**config.mk**
```make
export PLATFORM = sky130hd
export DESIGN_NAME = deserializer
export DESIGN_NICKNAME = d
export VERILOG_FILES = /design/src/rtl/deserializer.sv
export SDC_FILE = /design/constraint.sdc
export NUM_CORES = 1
export LEC_CHECK = 0
export CORE_MARGIN = 8
export CORE_UTILIZATION = 58
export CTS_BUF_LIST = sky130_fd_sc_hd__clkbuf_8
export CTS_CLUSTER_DIAMETER = 50
export DETAILED_ROUTE_END_ITERATION = 10
export GPL_ROUTABILITY_DRIVEN = 0
export PLACE_DENSITY = 0.85
export SLEW_MARGIN = 0
export SYNTH_ARGS = -nofsm -noshare
export SYNTH_HDL_FRONTEND = slang
export SYNTH_SLANG_ARGS = --single-unit
export TNS_END_PERCENT = 20
```
**constraint.sdc**
```tcl
create_clock -name clk -period 3.75 [get_ports clk]
set_clock_uncertainty 0.05 [all_clocks]
set_input_delay 0.9375 -clock clk [delete_from_list [all_inputs] [get_ports clk]]
set_output_delay 0.9375 -clock clk [all_outputs]
set_load 0.01 [all_outputs]
```
**src/rtl/deserializer.sv**
```systemverilog
// Receive-side deframer: validates the header beat of each Aurora RX frame,
// reassembles the payload beats and emits one packet pulse per good frame.
module deserializer #(
    parameter int AURORA_DATA_WIDTH      = 64,
    parameter int HOST_PAYLOAD_WIDTH     = 256,
    parameter int RECOGNIZE_HEADER_WIDTH = 8,
    parameter logic [RECOGNIZE_HEADER_WIDTH-1:0] RECOGNIZE_HEADER_VALUE = 8'hA5,
    parameter int RECOGNIZE_ROUTER_WIDTH = 8,
    parameter int ADDR_WIDTH             = 16,
    parameter int TTL_WIDTH              = 4
) (
    input  logic                              clk,
    input  logic                              rst_n,
    input  logic                              axis_rx_tvalid,
    input  logic                              axis_rx_tlast,
    input  logic [AURORA_DATA_WIDTH-1:0]      axis_rx_tdata,
    output logic                              recv_data_valid,
    output logic [HOST_PAYLOAD_WIDTH-1:0]     v_data_recv,
    output logic [ADDR_WIDTH-1:0]             dst_addr_recv,
    output logic [TTL_WIDTH-1:0]              TTL_recv,
    output logic [RECOGNIZE_ROUTER_WIDTH-1:0] router_id_recv,
    output logic                              frame_error,
    output logic                              ttl_drop
);
    localparam int BEATS = HOST_PAYLOAD_WIDTH / AURORA_DATA_WIDTH;
    localparam int CNT_W = (BEATS > 1) ? $clog2(BEATS) : 1;
    localparam logic [CNT_W-1:0] LAST_BEAT = CNT_W'(BEATS - 1);

    typedef enum logic [1:0] {IDLE, PAYLOAD, DISCARD} state_t;

    state_t                            state_reg, state_next;
    logic [CNT_W-1:0]                  beat_cnt_reg, beat_cnt_next;
    logic [HOST_PAYLOAD_WIDTH-1:0]     payload_sh_reg, payload_sh_next;
    logic [RECOGNIZE_ROUTER_WIDTH-1:0] rid_sh_reg, rid_sh_next;
    logic [ADDR_WIDTH-1:0]             addr_sh_reg, addr_sh_next;
    logic [TTL_WIDTH-1:0]              ttl_sh_reg, ttl_sh_next;

    logic [HOST_PAYLOAD_WIDTH-1:0]     data_out_reg, data_out_next;
    logic [RECOGNIZE_ROUTER_WIDTH-1:0] rid_out_reg, rid_out_next;
    logic [ADDR_WIDTH-1:0]             addr_out_reg, addr_out_next;
    logic [TTL_WIDTH-1:0]              ttl_out_reg, ttl_out_next;
    logic                              valid_reg, valid_next;
    logic                              error_reg, error_next;
    logic                              drop_reg, drop_next;

    // Header fields are packed from the MSB downward; reserved LSBs are ignored.
    logic [RECOGNIZE_HEADER_WIDTH-1:0] hdr_magic;
    logic [RECOGNIZE_ROUTER_WIDTH-1:0] hdr_rid;
    logic [ADDR_WIDTH-1:0]             hdr_addr;
    logic [TTL_WIDTH-1:0]              hdr_ttl;
    logic                              magic_ok;
    logic [HOST_PAYLOAD_WIDTH-1:0]     payload_shifted;

    assign hdr_magic = axis_rx_tdata[AURORA_DATA_WIDTH-1 -: RECOGNIZE_HEADER_WIDTH];
    assign hdr_rid   = axis_rx_tdata[AURORA_DATA_WIDTH-RECOGNIZE_HEADER_WIDTH-1 -: RECOGNIZE_ROUTER_WIDTH];
    assign hdr_addr  = axis_rx_tdata[AURORA_DATA_WIDTH-RECOGNIZE_HEADER_WIDTH-RECOGNIZE_ROUTER_WIDTH-1 -: ADDR_WIDTH];
    assign hdr_ttl   = axis_rx_tdata[AURORA_DATA_WIDTH-RECOGNIZE_HEADER_WIDTH-RECOGNIZE_ROUTER_WIDTH-ADDR_WIDTH-1 -: TTL_WIDTH];
    assign magic_ok  = (hdr_magic == RECOGNIZE_HEADER_VALUE);

    // First payload beat ends up in the MSBs after BEATS shifts.
    generate
        if (BEATS > 1) begin : g_shift
            assign payload_shifted = {payload_sh_reg[HOST_PAYLOAD_WIDTH-AURORA_DATA_WIDTH-1:0], axis_rx_tdata};
        end else begin : g_single
            assign payload_shifted = axis_rx_tdata;
        end
    endgenerate

    always_ff @(posedge clk) begin
        if (!rst_n) begin
            state_reg      <= IDLE;
            beat_cnt_reg   <= '0;
            payload_sh_reg <= '0;
            rid_sh_reg     <= '0;
            addr_sh_reg    <= '0;
            ttl_sh_reg     <= '0;
            data_out_reg   <= '0;
            rid_out_reg    <= '0;
            addr_out_reg   <= '0;
            ttl_out_reg    <= '0;
            valid_reg      <= 1'b0;
            error_reg      <= 1'b0;
            drop_reg       <= 1'b0;
        end else begin
            state_reg      <= state_next;
            beat_cnt_reg   <= beat_cnt_next;
            payload_sh_reg <= payload_sh_next;
            rid_sh_reg     <= rid_sh_next;
            addr_sh_reg    <= addr_sh_next;
            ttl_sh_reg     <= ttl_sh_next;
            data_out_reg   <= data_out_next;
            rid_out_reg    <= rid_out_next;
            addr_out_reg   <= addr_out_next;
            ttl_out_reg    <= ttl_out_next;
            valid_reg      <= valid_next;
            error_reg      <= error_next;
            drop_reg       <= drop_next;
        end
    end

    always_comb begin
        state_next      = state_reg;
        beat_cnt_next   = beat_cnt_reg;
        payload_sh_next = payload_sh_reg;
        rid_sh_next     = rid_sh_reg;
        addr_sh_next    = addr_sh_reg;
        ttl_sh_next     = ttl_sh_reg;
        data_out_next   = data_out_reg;
        rid_out_next    = rid_out_reg;
        addr_out_next   = addr_out_reg;
        ttl_out_next    = ttl_out_reg;
        valid_next      = 1'b0;
        error_next      = 1'b0;
        drop_next       = 1'b0;

        if (axis_rx_tvalid) begin
            case (state_reg)
                IDLE: begin
                    if (magic_ok && !axis_rx_tlast) begin
                        rid_sh_next   = hdr_rid;
                        addr_sh_next  = hdr_addr;
                        ttl_sh_next   = hdr_ttl;
                        beat_cnt_next = '0;
                        state_next    = PAYLOAD;
                    end else begin
                        error_next = 1'b1;
                        state_next = (!magic_ok && !axis_rx_tlast) ? DISCARD : IDLE;
                    end
                end
                PAYLOAD: begin
                    payload_sh_next = payload_shifted;
                    if (beat_cnt_reg == LAST_BEAT) begin
                        if (axis_rx_tlast) begin
                            state_next = IDLE;
                            if (ttl_sh_reg == '0) begin
                                drop_next = 1'b1;
                            end else begin
                                data_out_next = payload_shifted;
                                rid_out_next  = rid_sh_reg;
                                addr_out_next = addr_sh_reg;
                                ttl_out_next  = ttl_sh_reg;
                                valid_next    = 1'b1;
                            end
                        end else begin
                            error_next = 1'b1;
                            state_next = DISCARD;
                        end
                    end else begin
                        beat_cnt_next = beat_cnt_reg + CNT_W'(1);
                        if (axis_rx_tlast) begin
                            error_next = 1'b1;
                            state_next = IDLE;
                        end
                    end
                end
                DISCARD: begin
                    if (axis_rx_tlast) begin
                        state_next = IDLE;
                    end
                end
                default: state_next = IDLE;
            endcase
        end
    end

    assign recv_data_valid = valid_reg;
    assign v_data_recv     = data_out_reg;
    assign dst_addr_recv   = addr_out_reg;
    assign TTL_recv        = ttl_out_reg;
    assign router_id_recv  = rid_out_reg;
    assign frame_error     = error_reg;
    assign ttl_drop        = drop_reg;
endmodule
```
* Yosys cells after proc, flatten, opt, wreduce, memory -nomap -nowiden
Index checks and enable logic that the tools add are counted.
** Storage, ports and cells
- Input port bits :: 68
- Output and inout bits :: 287
- Bits in registers :: 511
** Cells by class
- Muxes and demuxes :: 16
- Add/sub/neg operators :: 1
- Bitwise gates (word level) :: 1
- Reduce and logical (&&, ||, !) cells :: 13
- Equal/unequal tests :: 6
** Operators with widths (count)
- $mux 2 :: 7
- $reduce_and 5->1 :: 2
- $eq 8x8->1 const B :: 1
- $mux 1 :: 6
- $pmux 2 s3 :: 1
- $eq 2x2->1 const B :: 2
- $logic_not 4->1 :: 1
- $ne 2x2->1 const B :: 2
- $pmux 2 s2 :: 1
- $reduce_and 2->1 :: 2
- $reduce_and 4->1 :: 1
- $reduce_and 3->1 :: 1
- $add 2x1->2 const B :: 1
- $eq 2x1->1 const B :: 1
- $logic_and 1x1->1 :: 2
- $logic_not 1->1 :: 2
- $logic_not 2->1 :: 1
- $pmux 1 s2 :: 1
- $reduce_bool 2->1 :: 1
- $not 1->1 :: 1

* Depth between registers and ports, before layout
Gate-level depths: netlist of run 1.
- Depth in word-level cells :: 6
- Depth in mapped cells :: 8
- Depth with buffers taken out :: 4

* Worst setup path before layout of run 1
No wires, ideal clock.
- Path type :: in2reg
- From :: input axis_rx_tdata[62]
- To :: register addr_sh_reg[13]
- Data required time :: 3.581 ns
- Path buffers :: 3
- Stages :: 6
- Library setup time :: 0.119 ns
- Data arrival time :: 2.175 ns
- Slack :: 1.405 ns
- Cells stage by stage :: nand4bb_1 or4b_1 clkbuf_1 buf_6 buf_6 mux2i_1
** On the way
- Cells in the longest elaborated chain, start to end :: 3
** RTL lines
- start: declaration :: RTL line 16 : input logic [AURORA_DATA_WIDTH-1:0] axis_rx_tdata,
- $eq 8x8->1 :: RTL line 58 : assign magic_ok = (hdr_magic == RECOGNIZE_HEADER_VALUE);
- $logic_and 1x1->1 :: RTL line 119 : if (magic_ok && !axis_rx_tlast) begin
- $reduce_and 3->1 (no source line)
- end signal: assignment :: RTL line 89 : addr_sh_reg <= addr_sh_next;
- end: declaration :: RTL line 35 : logic [ADDR_WIDTH-1:0] addr_sh_reg, addr_sh_next;
No other way between the ends.
A chain may end at the register's enable or synchronous reset.

* Worst setup path after layout of run 1
- From :: input axis_rx_tvalid
- To :: register payload_sh_reg[63]
** On the way
- Cells in the longest elaborated chain, start to end :: 1
** RTL lines
- start: declaration :: RTL line 14 : input logic axis_rx_tvalid,
- $reduce_and 2->1 (no source line)
- end signal: assignment :: RTL line 87 : payload_sh_reg <= payload_sh_next;
- end: declaration :: RTL line 33 : logic [HOST_PAYLOAD_WIDTH-1:0] payload_sh_reg, payload_sh_next;
No other way between the ends.

==> flow_summary_export.csv, run 1 <==
group,metric,value,unit
cts,cts.sinks,511,
cells_and_area,num_antenna_cells,0,
timing,maxSlewHeadroom,30.4,%
floorplanning,initial_core_util,58.6,%
timing,setup_viol_count_final,0,
route,wl,53.0,mm
cells_and_area,final_nets,2525,
global_route,antenna_found_initial,1,
route,dr.pass1.iters,5,
timing,whs,0.385,ns
cts,path_clk_slew,0.06,ns
timing,finalCritPeriodShare,70.8,%
timing,max_slew.worst_pin.slew,1.04,ns
floorplanning,chipWidth,197,um
synth,ys_seq_elements,511,
synth,synth-edff-count,0,
route,drc_errors,0,
timing,slew_viol_final,0,
worst_setup_path,cp-end-kind,"register",
cells_and_area,finalNonFillerCells,2952,
global_route,grt_max_degree,195,
route,vias,15600,
job,cap_violations,0,
route,avgRoutedWirePerCell,17.9,um
cells_and_area,drive_gt1_share,5.30,%
power_and_ir_drop,leakage,8.02,nW
worst_setup_path,r2r_start,"state_reg[0]$_SDFFE_PN0P_",
synth,seq_area_frac_synth,53.8,%
synth,synthFlopType,"dfxtp_1",
cells_and_area,layout_commonest_cell,"nand2_1",
timing,report.final.hold_viol_count,0,
min_path,whs_endpoint,"v_data_recv[239]$_SDFFE_PN0P_",
cts,cts_buffer_depth,3,
route,viasPerCell,5.28,
cells_and_area,utilization,74.2,%
cells_and_area,largest_reg_flops,256,
floorplanning,coreArea,32500,um^2
worst_setup_path,reg2reg_depth,4,
floorplanning,io_pins,355,
synth,synth_cells,2172,
power_and_ir_drop,finalPower,10.3,mW
synth,yosys.area.top_type,"dfxtp_1",
timing,clock.fmax,0.376,GHz
worst_setup_path,path_max_fanout,194,
route,ant_nets,0,
synth,synth_top_area_share,53.8,%
worst_setup_path,setup.worst_path.start_class,"input pin",
synth,syn_area_per_cell,8.76,um^2
cts,cts_tree,"done",
place,dp_hpwl,34.8,mm
worst_setup_path,crit_type,"input pin to register",
outcome,outcome,"complete, no violations",
place,placed_cells,2816,
worst_setup_path,reg2reg_to,"payload_sh_reg[63]$_SDFFE_PN0P_",
synth,syn-cell-area,19000,um^2
cts,cts-resized-gates,0,
timing,finalCriticalPeriod,2.66,ns
min_path,hold_depth,2,
cts,cts-hold-fix-buffers,0,
place,io_buffers,354,
global_route,track_usage,26.1,%
cts,post_cts.repair.setup_buffers,0,
synth,postSynth.asyncResetShare,0,%
cells_and_area,syn_to_final_growth,26.6,%
synth,synth_area_leaders,"dfxtp_1 54%, nand2_1 19%, mux2i_1 16%, a21oi_1 5.1%, clkbuf_1 2.4%",
cells_and_area,num-fill-cells,2301,
cells_and_area,final_cell_mix,"953 x nand2_1, 511 x dfxtp_1, 353 x clkdlybuf4s50_1",
cts,worst_skew_pair.late_latency,0.59,ns
min_path,hp-start,"payload_sh_reg[175]$_SDFFE_PN0P_",
global_route,grt_overflow,0,
power_and_ir_drop,powerDensity,426,nW/um^2
worst_setup_path,required,4.20,ns
floorplanning,die_h,197,um
floorplanning,num_rows,66,
min_path,hold_class,"register to register",
cts,root_buffer,"clkbuf_8",
cts,h-tree-depth,3,
timing,fin_setup_tns,0,ns
floorplanning,dieArea,38900,um^2
synth,syn_nets,2242,
global_route,grt_pass1_vias,15284,
power_and_ir_drop,peakVddDrop,284,uV
cts,cts_buffers,79,
timing,rsz0062_at_grt,"no",
synth,yosysUniqueCellTypes,32,
global_route,grt_pass1_wl,82.4,mm
worst_setup_path,crit_arrival,3.10,ns
route,drt_iter0_drc,1150,
synth,yosys_warnings,0,
worst_setup_path,rrSetupSlack,1.52,ns
how the worst max path moves through the flow:
stage,from,end,slack [ns],depth (start not counted)
6_report,axis_rx_tvalid,payload_sh_reg[63]$_SDFFE_PN0P_,1.09,5
2_1_floorplan,axis_rx_tdata[62],addr_sh_reg[13]$_SDFFE_PN0P_,1.41,6
4_1_cts,TTL_recv[2]$_SDFFE_PN0P_,TTL_recv[2],1.15,1
3_5_place_dp,axis_rx_tdata[62],addr_sh_reg[6]$_SDFFE_PN0P_,0.59,5
5_1_grt,axis_rx_tvalid,v_data_recv[154]$_SDFFE_PN0P_,1.07,5
3_3_place_gp,axis_rx_tdata[62],rid_sh_reg[0]$_SDFFE_PN0P_,0.65,5
worst max-delay path, stage by stage:
cell	delay, ns
clkdlybuf4s50_1	0.66
and3b_4	0.28
buf_12	0.51
nand2_1	0.22
a21oi_1	0.18
layout make-up:
cell class                 count  area, um^2  share of cell area, %
tap                          442         553                   2.30
sequential                   511       10200                   42.5
clock inverter                35         184                  0.763
timing repair buffer         368        3790                   15.7
inverter                       3        16.3                 0.0675
multi-input combinational   1492        7930                   32.9
clock buffer                 101        1390                   5.77
Yosys cell counts, types with 2 or more instances:
cell type / n
nand2b_1: 2
mux2i_1: 312
a21oi_1: 193
nand3_1: 3
o211ai_1: 2
nor4_1: 2
nand2_1: 953
nand4bb_1: 2
buf_1: 7
ha_1: 2
buf_6: 32
buf_2: 5
nor2b_1: 2
clkbuf_1: 122
dfxtp_1: 511
a2111oi_0: 2
nor2_1: 4
inv_1: 2
metal layers:
| metal | global-route usage [%] | share of wire, % |
|---|---|---|
| met1 | 34.3 | 44 |
| met2 | 40.3 | 45 |
| met3 | 6.27 | 7.6 |
| met4 | 12.0 | 4.0 |
| met5 | 0 | 0.036 |
through the flow:
| step | setup slack [ns] | cell area [um^2] |
|---|---|---|
| floorplan | 1.41 | 19000 |
| global placement | 0.647 | 22500 |
| detailed placement | 0.588 | 22500 |
| CTS | 1.15 | 24100 |
| global route | 1.07 | 24100 |
| finish | 1.09 | 24100 |
kinds of logic after synthesis:
kind of cell	share of synthesized area, %
simple gates	19.6
compound gates	5.45
flops	53.8
mux	16.4
fa+ha+maj	0.131
buf+inv	4.63
power by group:
part | internal, mW | switching, mW | total, mW | leakage (nW)
clock network | 2.48 | 2.09 | 4.57 | 0.900
logic | 0.0882 | 0.182 | 0.270 | 3.01
registers | 5.43 | 0.00206 | 5.43 | 4.11
total | 8.00 | 2.27 | 10.3 | 8.02
Power figures use the tool's default switching activity.
==> run 2: changes to the inputs <==
--- a/config.mk
+++ b/config.mk
@@ -6,12 +6,12 @@
 export NUM_CORES = 1
 export LEC_CHECK = 0
 export CORE_MARGIN = 8
-export CORE_UTILIZATION = 58
+export CORE_UTILIZATION = 49
 export CTS_BUF_LIST = sky130_fd_sc_hd__clkbuf_8
 export CTS_CLUSTER_DIAMETER = 50
 export DETAILED_ROUTE_END_ITERATION = 10
 export GPL_ROUTABILITY_DRIVEN = 0
-export PLACE_DENSITY = 0.85
+export PLACE_DENSITY = 0.77
 export SLEW_MARGIN = 0
 export SYNTH_ARGS = -nofsm -noshare
 export SYNTH_HDL_FRONTEND = slang
==> constraint.sdc (replaced) <==
create_clock -name clk -period 2.4 [get_ports clk]
set_clock_uncertainty 0.05 [all_clocks]
set_input_delay 0.6 -clock clk [delete_from_list [all_inputs] [get_ports clk]]
set_output_delay 0.6 -clock clk [all_outputs]
set_load 0.01 [all_outputs]
==> flow_summary_export.csv, run 2 (same netlist as run 1, synthesis figures left out) <==
group,metric,value,unit
cells_and_area,largest_reg_flops,256,
cells_and_area,seqCellArea,10200,um^2
global_route,grt_pass1_wl,81.8,mm
timing,whs,0.385,ns
cts,worst_skew_pair.late_latency,0.61,ns
cts,cts.sinks,511,
worst_setup_path,crit_path_end,"v_data_recv[192]",
timing,report.final.hold_viol_count,0,
cells_and_area,finalNonFillerCells,3084,
cts,cts-resized-gates,0,
cts,root_buffer,"clkbuf_8",
timing,maxSlewHeadroom,67.3,%
outcome,outcome,"complete, no violations",
timing,rsz0062_at_grt,"no",
floorplanning,chipWidth,213,um
worst_setup_path,crit_slowest_cell,"clkdlybuf4s50_1",
worst_setup_path,required,1.75,ns
global_route,track_usage,22.6,%
cts,cts-hold-fix-buffers,0,
floorplanning,num_rows,72,
timing,clock.fmax,0.450,GHz
cells_and_area,final_cell_mix,"953 x nand2_1, 511 x dfxtp_1, 353 x clkdlybuf4s50_1",
floorplanning,initial_core_util,49.5,%
worst_setup_path,cp_top_family,"buffers and inverters",
cells_and_area,syn_to_final_growth,30.3,%
timing,finalCriticalPeriod,2.22,ns
route,dr.pass1.iters,5,
worst_setup_path,reg2reg_depth,6,
cts,h-tree-depth,3,
cts,path_clk_slew,0.06,ns
floorplanning,dieArea,45400,um^2
worst_setup_path,rrSetupSlack,0.43,ns
power_and_ir_drop,peakVddDrop,391,uV
place,placed_area,23200,um^2
job,cap_violations,0,
place,placed_cells,2939,
worst_setup_path,cp_cell_sequence,"clkdlybuf4s50_1",
timing,slew_viol_final,0,
power_and_ir_drop,leakage,8.34,nW
route,vias,15571,
cts,post_cts.repair.setup_buffers,0,
floorplanning,io_pins,355,
cts,cts_buffers,83,
place,dp_hpwl,37.6,mm
cts,cts_buffer_depth,3,
worst_setup_path,crit_type,"register to output pin",
place,io_buffers,354,
route,drt_iter0_drc,1104,
floorplanning,die_h,213,um
global_route,antenna_found_initial,5,
route,viasPerCell,5.05,
route,avgRoutedWirePerCell,17.4,um
power_and_ir_drop,powerDensity,652,nW/um^2
global_route,grt_overflow,0,
worst_setup_path,setup.worst_path.start_class,"register",
min_path,hp-start,"rst_n",
worst_setup_path,crit_start,"v_data_recv[192]$_SDFFE_PN0P_",
cells_and_area,final_area,24800,um^2
global_route,grt_max_degree,123,
global_route,grt_pass1_vias,14996,
worst_setup_path,cp-end-kind,"output pin",
min_path,hold_class,"input pin to register",
route,drc_errors,0,
worst_setup_path,critPathMaxStageDelay,0.62,ns
worst_setup_path,reg2reg_to,"v_data_recv[216]$_SDFFE_PN0P_",
cells_and_area,drive_gt1_share,7.03,%
worst_setup_path,crit_arrival,1.57,ns
worst_setup_path,r2r_start,"beat_cnt_reg[0]$_SDFFE_PN0P_",
timing,setup_viol_count_final,0,
cells_and_area,multi_input_area,7930,um^2
worst_setup_path,crit_buf_inv,1,
floorplanning,coreArea,38500,um^2
timing,finalCritPeriodShare,92.6,%
route,ant_nets,0,
cells_and_area,num-fill-cells,3208,
worst_setup_path,path_max_fanout,2,
cells_and_area,layout_commonest_cell,"nand2_1",
worst_setup_path,cp.depth,1,
route,wl,53.7,mm
timing,max_slew.worst_pin.slew,0.479,ns
cts,cts_tree,"done",
cells_and_area,final_nets,2576,
==> run 2: changes by cell type in the layout (fill, tap and decap cells not counted) <==
| cell | before | now |
|---|---|---|
| buf_12 | 11 | 29 |
| buf_4 | 3 | 32 |
| clkinv_2 | 7 | 5 |
| clkinvlp_4 | 2 | 4 |
| diode_2 | 0 | 4 |
| inv_1 | 25 | 30 |
==> run 2: how the worst min path moves through the flow <==
stage | endpoint | slack [ns] | cells after the start
detailed placement | dst_addr_recv[0]$_SDFFE_PN0P_ | 0.40 | 2
global route | v_data_recv[108]$_SDFFE_PN0P_ | 0.36 | 3
floorplan | payload_sh_reg[128]$_SDFFE_PN0P_ | 0.39 | 2
global placement | payload_sh_reg[164]$_SDFFE_PN0P_ | 0.39 | 2
CTS | v_data_recv[33]$_SDFFE_PN0P_ | 0.33 | 3
finish | v_data_recv[107]$_SDFFE_PN0P_ | 0.38 | 3
==> run 2: through the flow <==
step	util, %	setup slack, ns	setup TNS (ns)	power (mW)
3_5_place_dp	60.3	-0.191	-6.41	9.12
3_3_place_gp	60.3	-0.142	-3.97	9.12
5_1_grt	64.5	0.0915	0	16.8
6_report	64.5	0.177	0	16.2
4_1_cts	64.4	0.0960	0	16.3
2_1_floorplan	-	0.393	0	8.89
==> run 2: final cells by class <==
cell class                      count  share of cell area [%]
Sequential cell                   511                    41.2
Clock inverter                     40                   0.837
Multi-Input combinational cell   1492                    32.0
Clock buffer                      101                    5.60
Antenna cell                        4                  0.0404
Tap cell                          518                    2.61
Inverter                            3                  0.0656
Timing Repair Buffer              415                    17.6
==> run 2: power by group <==
group          switching [mW]  internal, mW
clock network            3.33          3.90
registers             0.00303          8.49
logic                   0.289         0.162
total                    3.62          12.5
==> run 2: routing by layer <==
layer / up-vias / global-route usage (%) / wire (um)
li1: 7696 / - / -
met2: 466 / 32.8 / 23000
met5: - / 0 / 0
met4: 0 / 11.1 / 2100
met1: 7299 / 30.8 / 24600
met3: 110 / 5.71 / 3910
==> run 3: changes to the inputs <==
--- a/config.mk
+++ b/config.mk
@@ -11,6 +11,7 @@
 export CTS_CLUSTER_DIAMETER = 50
 export DETAILED_ROUTE_END_ITERATION = 10
 export GPL_ROUTABILITY_DRIVEN = 0
+export GPL_TIMING_DRIVEN = 0
 export PLACE_DENSITY = 0.77
 export SLEW_MARGIN = 0
 export SYNTH_ARGS = -nofsm -noshare
==> flow_summary_export.csv, run 3 (same netlist as run 1, synthesis figures left out) <==
group,metric,value,unit
worst_setup_path,crit_arrival,2.76,ns
route,vias,16201,
route,wl,59.6,mm
cts,post_cts.repair.setup_buffers,0,
route,dr.pass1.iters,6,
place,dp_hpwl,45.8,mm
cells_and_area,utilization,64.5,%
power_and_ir_drop,finalPower,16.2,mW
timing,slew_viol_final,0,
cells_and_area,final_cell_mix,"953 x nand2_1, 511 x dfxtp_1, 353 x clkdlybuf4s50_1",
timing,finalCritPeriodShare,97.2,%
power_and_ir_drop,p_int,12.5,mW
power_and_ir_drop,peakVddDrop,403,uV
global_route,grt_pass1_wl,89.9,mm
power_and_ir_drop,combPwrFrac,3.0,%
timing,finalCriticalPeriod,2.33,ns
worst_setup_path,setup.worst_path.start_class,"input pin",
global_route,grt_pass1_vias,16187,
floorplanning,coreArea,38500,um^2
timing,whs,0.403,ns
power_and_ir_drop,power.switching,3.67,mW
floorplanning,chipWidth,213,um
worst_setup_path,path_max_fanout,10,
floorplanning,dieArea,45400,um^2
outcome,outcome,"complete, no violations",
cells_and_area,multi_input_area,7930,um^2
global_route,grt_overflow,0,
route,drc_errors,0,
place,io_buffers,353,
timing,fin_setup_tns,0,ns
power_and_ir_drop,p_seq_share,52.5,%
floorplanning,die_h,213,um
worst_setup_path,required,2.82,ns
cts,cts_tree,"done",
worst_setup_path,cp-end-kind,"register",
cts,cts.sinks,511,
floorplanning,io_pins,355,
timing,maxSlewHeadroom,36.2,%
power_and_ir_drop,powerDensity,651,nW/um^2
place,preCtsSetupSlack,-0.726,ns
cts,h-tree-depth,3,
global_route,grt.met1_usage,32.0,%
route,drt_iter0_drc,1116,
job,cap_violations,0,
timing,setup_viol_count_final,0,
global_route,track_usage,25.3,%
worst_setup_path,crit_type,"input pin to register",
global_route,antenna_found_initial,4,
power_and_ir_drop,leakage,8.29,nW
cts,path_clk_slew,0.06,ns
power_and_ir_drop,p_clk_share,44.4,%
floorplanning,num_rows,72,
global_route,use_met2,41.2,%
timing,rsz0062_at_grt,"no",
floorplanning,initial_core_util,49.5,%
cells_and_area,final_nets,2677,
timing,fin_ws,0.0672,ns
cts,cts-hold-fix-buffers,0,
cells_and_area,drive_gt1_share,5.75,%
cells_and_area,num-fill-cells,3230,
place,placed_cells,3043,
global_route,grt_max_degree,11,
min_path,hold_class,"register to register",
cts,cts_buffer_depth,3,
route,ant_nets,0,
cts,root_buffer,"clkbuf_8",
cells_and_area,layout_commonest_cell,"nand2_1",
cells_and_area,largest_reg_flops,256,
timing,clock.fmax,0.429,GHz
cells_and_area,syn_to_final_growth,30.3,%
route,viasPerCell,5.09,
place,placed_area,23200,um^2
route,avgRoutedWirePerCell,18.7,um
cells_and_area,seqCellArea,10200,um^2
cells_and_area,final_area,24800,um^2
timing,report.final.hold_viol_count,0,
power_and_ir_drop,switching_share,22.7,%
global_route,busiest_layer,"met2",
cts,cts_buffers,80,
global_route,use_met3,5.99,%
cts,worst_skew_pair.late_latency,0.62,ns
timing,max_slew.worst_pin.slew,0.957,ns
cells_and_area,finalNonFillerCells,3186,
[run 3: power by group through the flow]
stage / clock, mW / sequential (mW) / combinational, mW
global route: 7.69 / 8.48 / 0.525
finish: 7.18 / 8.49 / 0.492
CTS: 7.27 / 8.49 / 0.488
floorplan: 0 / 8.67 / 0.216
detailed placement: 0 / 8.67 / 0.485
global placement: 0 / 8.67 / 0.478
[run 3: worst paths after layout]
kind | start | depth (start not counted) | end | slack, ns
hold / removal | v_data_recv[162]$_SDFFE_PN0P_ | 2 | v_data_recv[162]$_SDFFE_PN0P_ | 0.40
setup reg to reg | state_reg[0]$_SDFFE_PN0P_ | 6 | payload_sh_reg[135]$_SDFFE_PN0P_ | 0.22
setup / recovery | axis_rx_tdata[60] | 7 | rid_sh_reg[1]$_SDFFE_PN0P_ | 0.07
hold reg to reg | v_data_recv[162]$_SDFFE_PN0P_ | 2 | v_data_recv[162]$_SDFFE_PN0P_ | 0.40
[run 3: cell type report]
cell class / instances / share of cell area, %
flip-flops and latches: 511 / 41.2
diodes: 5 / 0.0504
repair buffers: 353 / 14.2
clock buffers: 100 / 5.55
plain buffers: 166 / 3.52
well taps: 518 / 2.61
inverters: 3 / 0.0454
clock inverters: 38 / 0.787
multi-input cells: 1492 / 32.0
[run 3: layer usage]
layer  part of all wire (%)  routed length [um]  vias to the layer above
met5                      0                   0                        -
met4                    3.2                1910                        0
met3                    7.3                4330                      105
met2                     47               27800                      544
met1                     43               25500                     7630
li1                       -                   -                     7922
[run 3: critical path, stage by stage]
cell and delay [ns]:
clkdlybuf4s50_1 0.50, nand4bb_2 0.40, or4b_1 0.63, clkbuf_1 0.15, buf_6 0.16, buf_6 0.17, mux2i_1 0.13
[run 3: timing repair]
action	CTS	global route
cloned	0	0
resized for setup	1	6
endpoints found under the setup margin	83	49
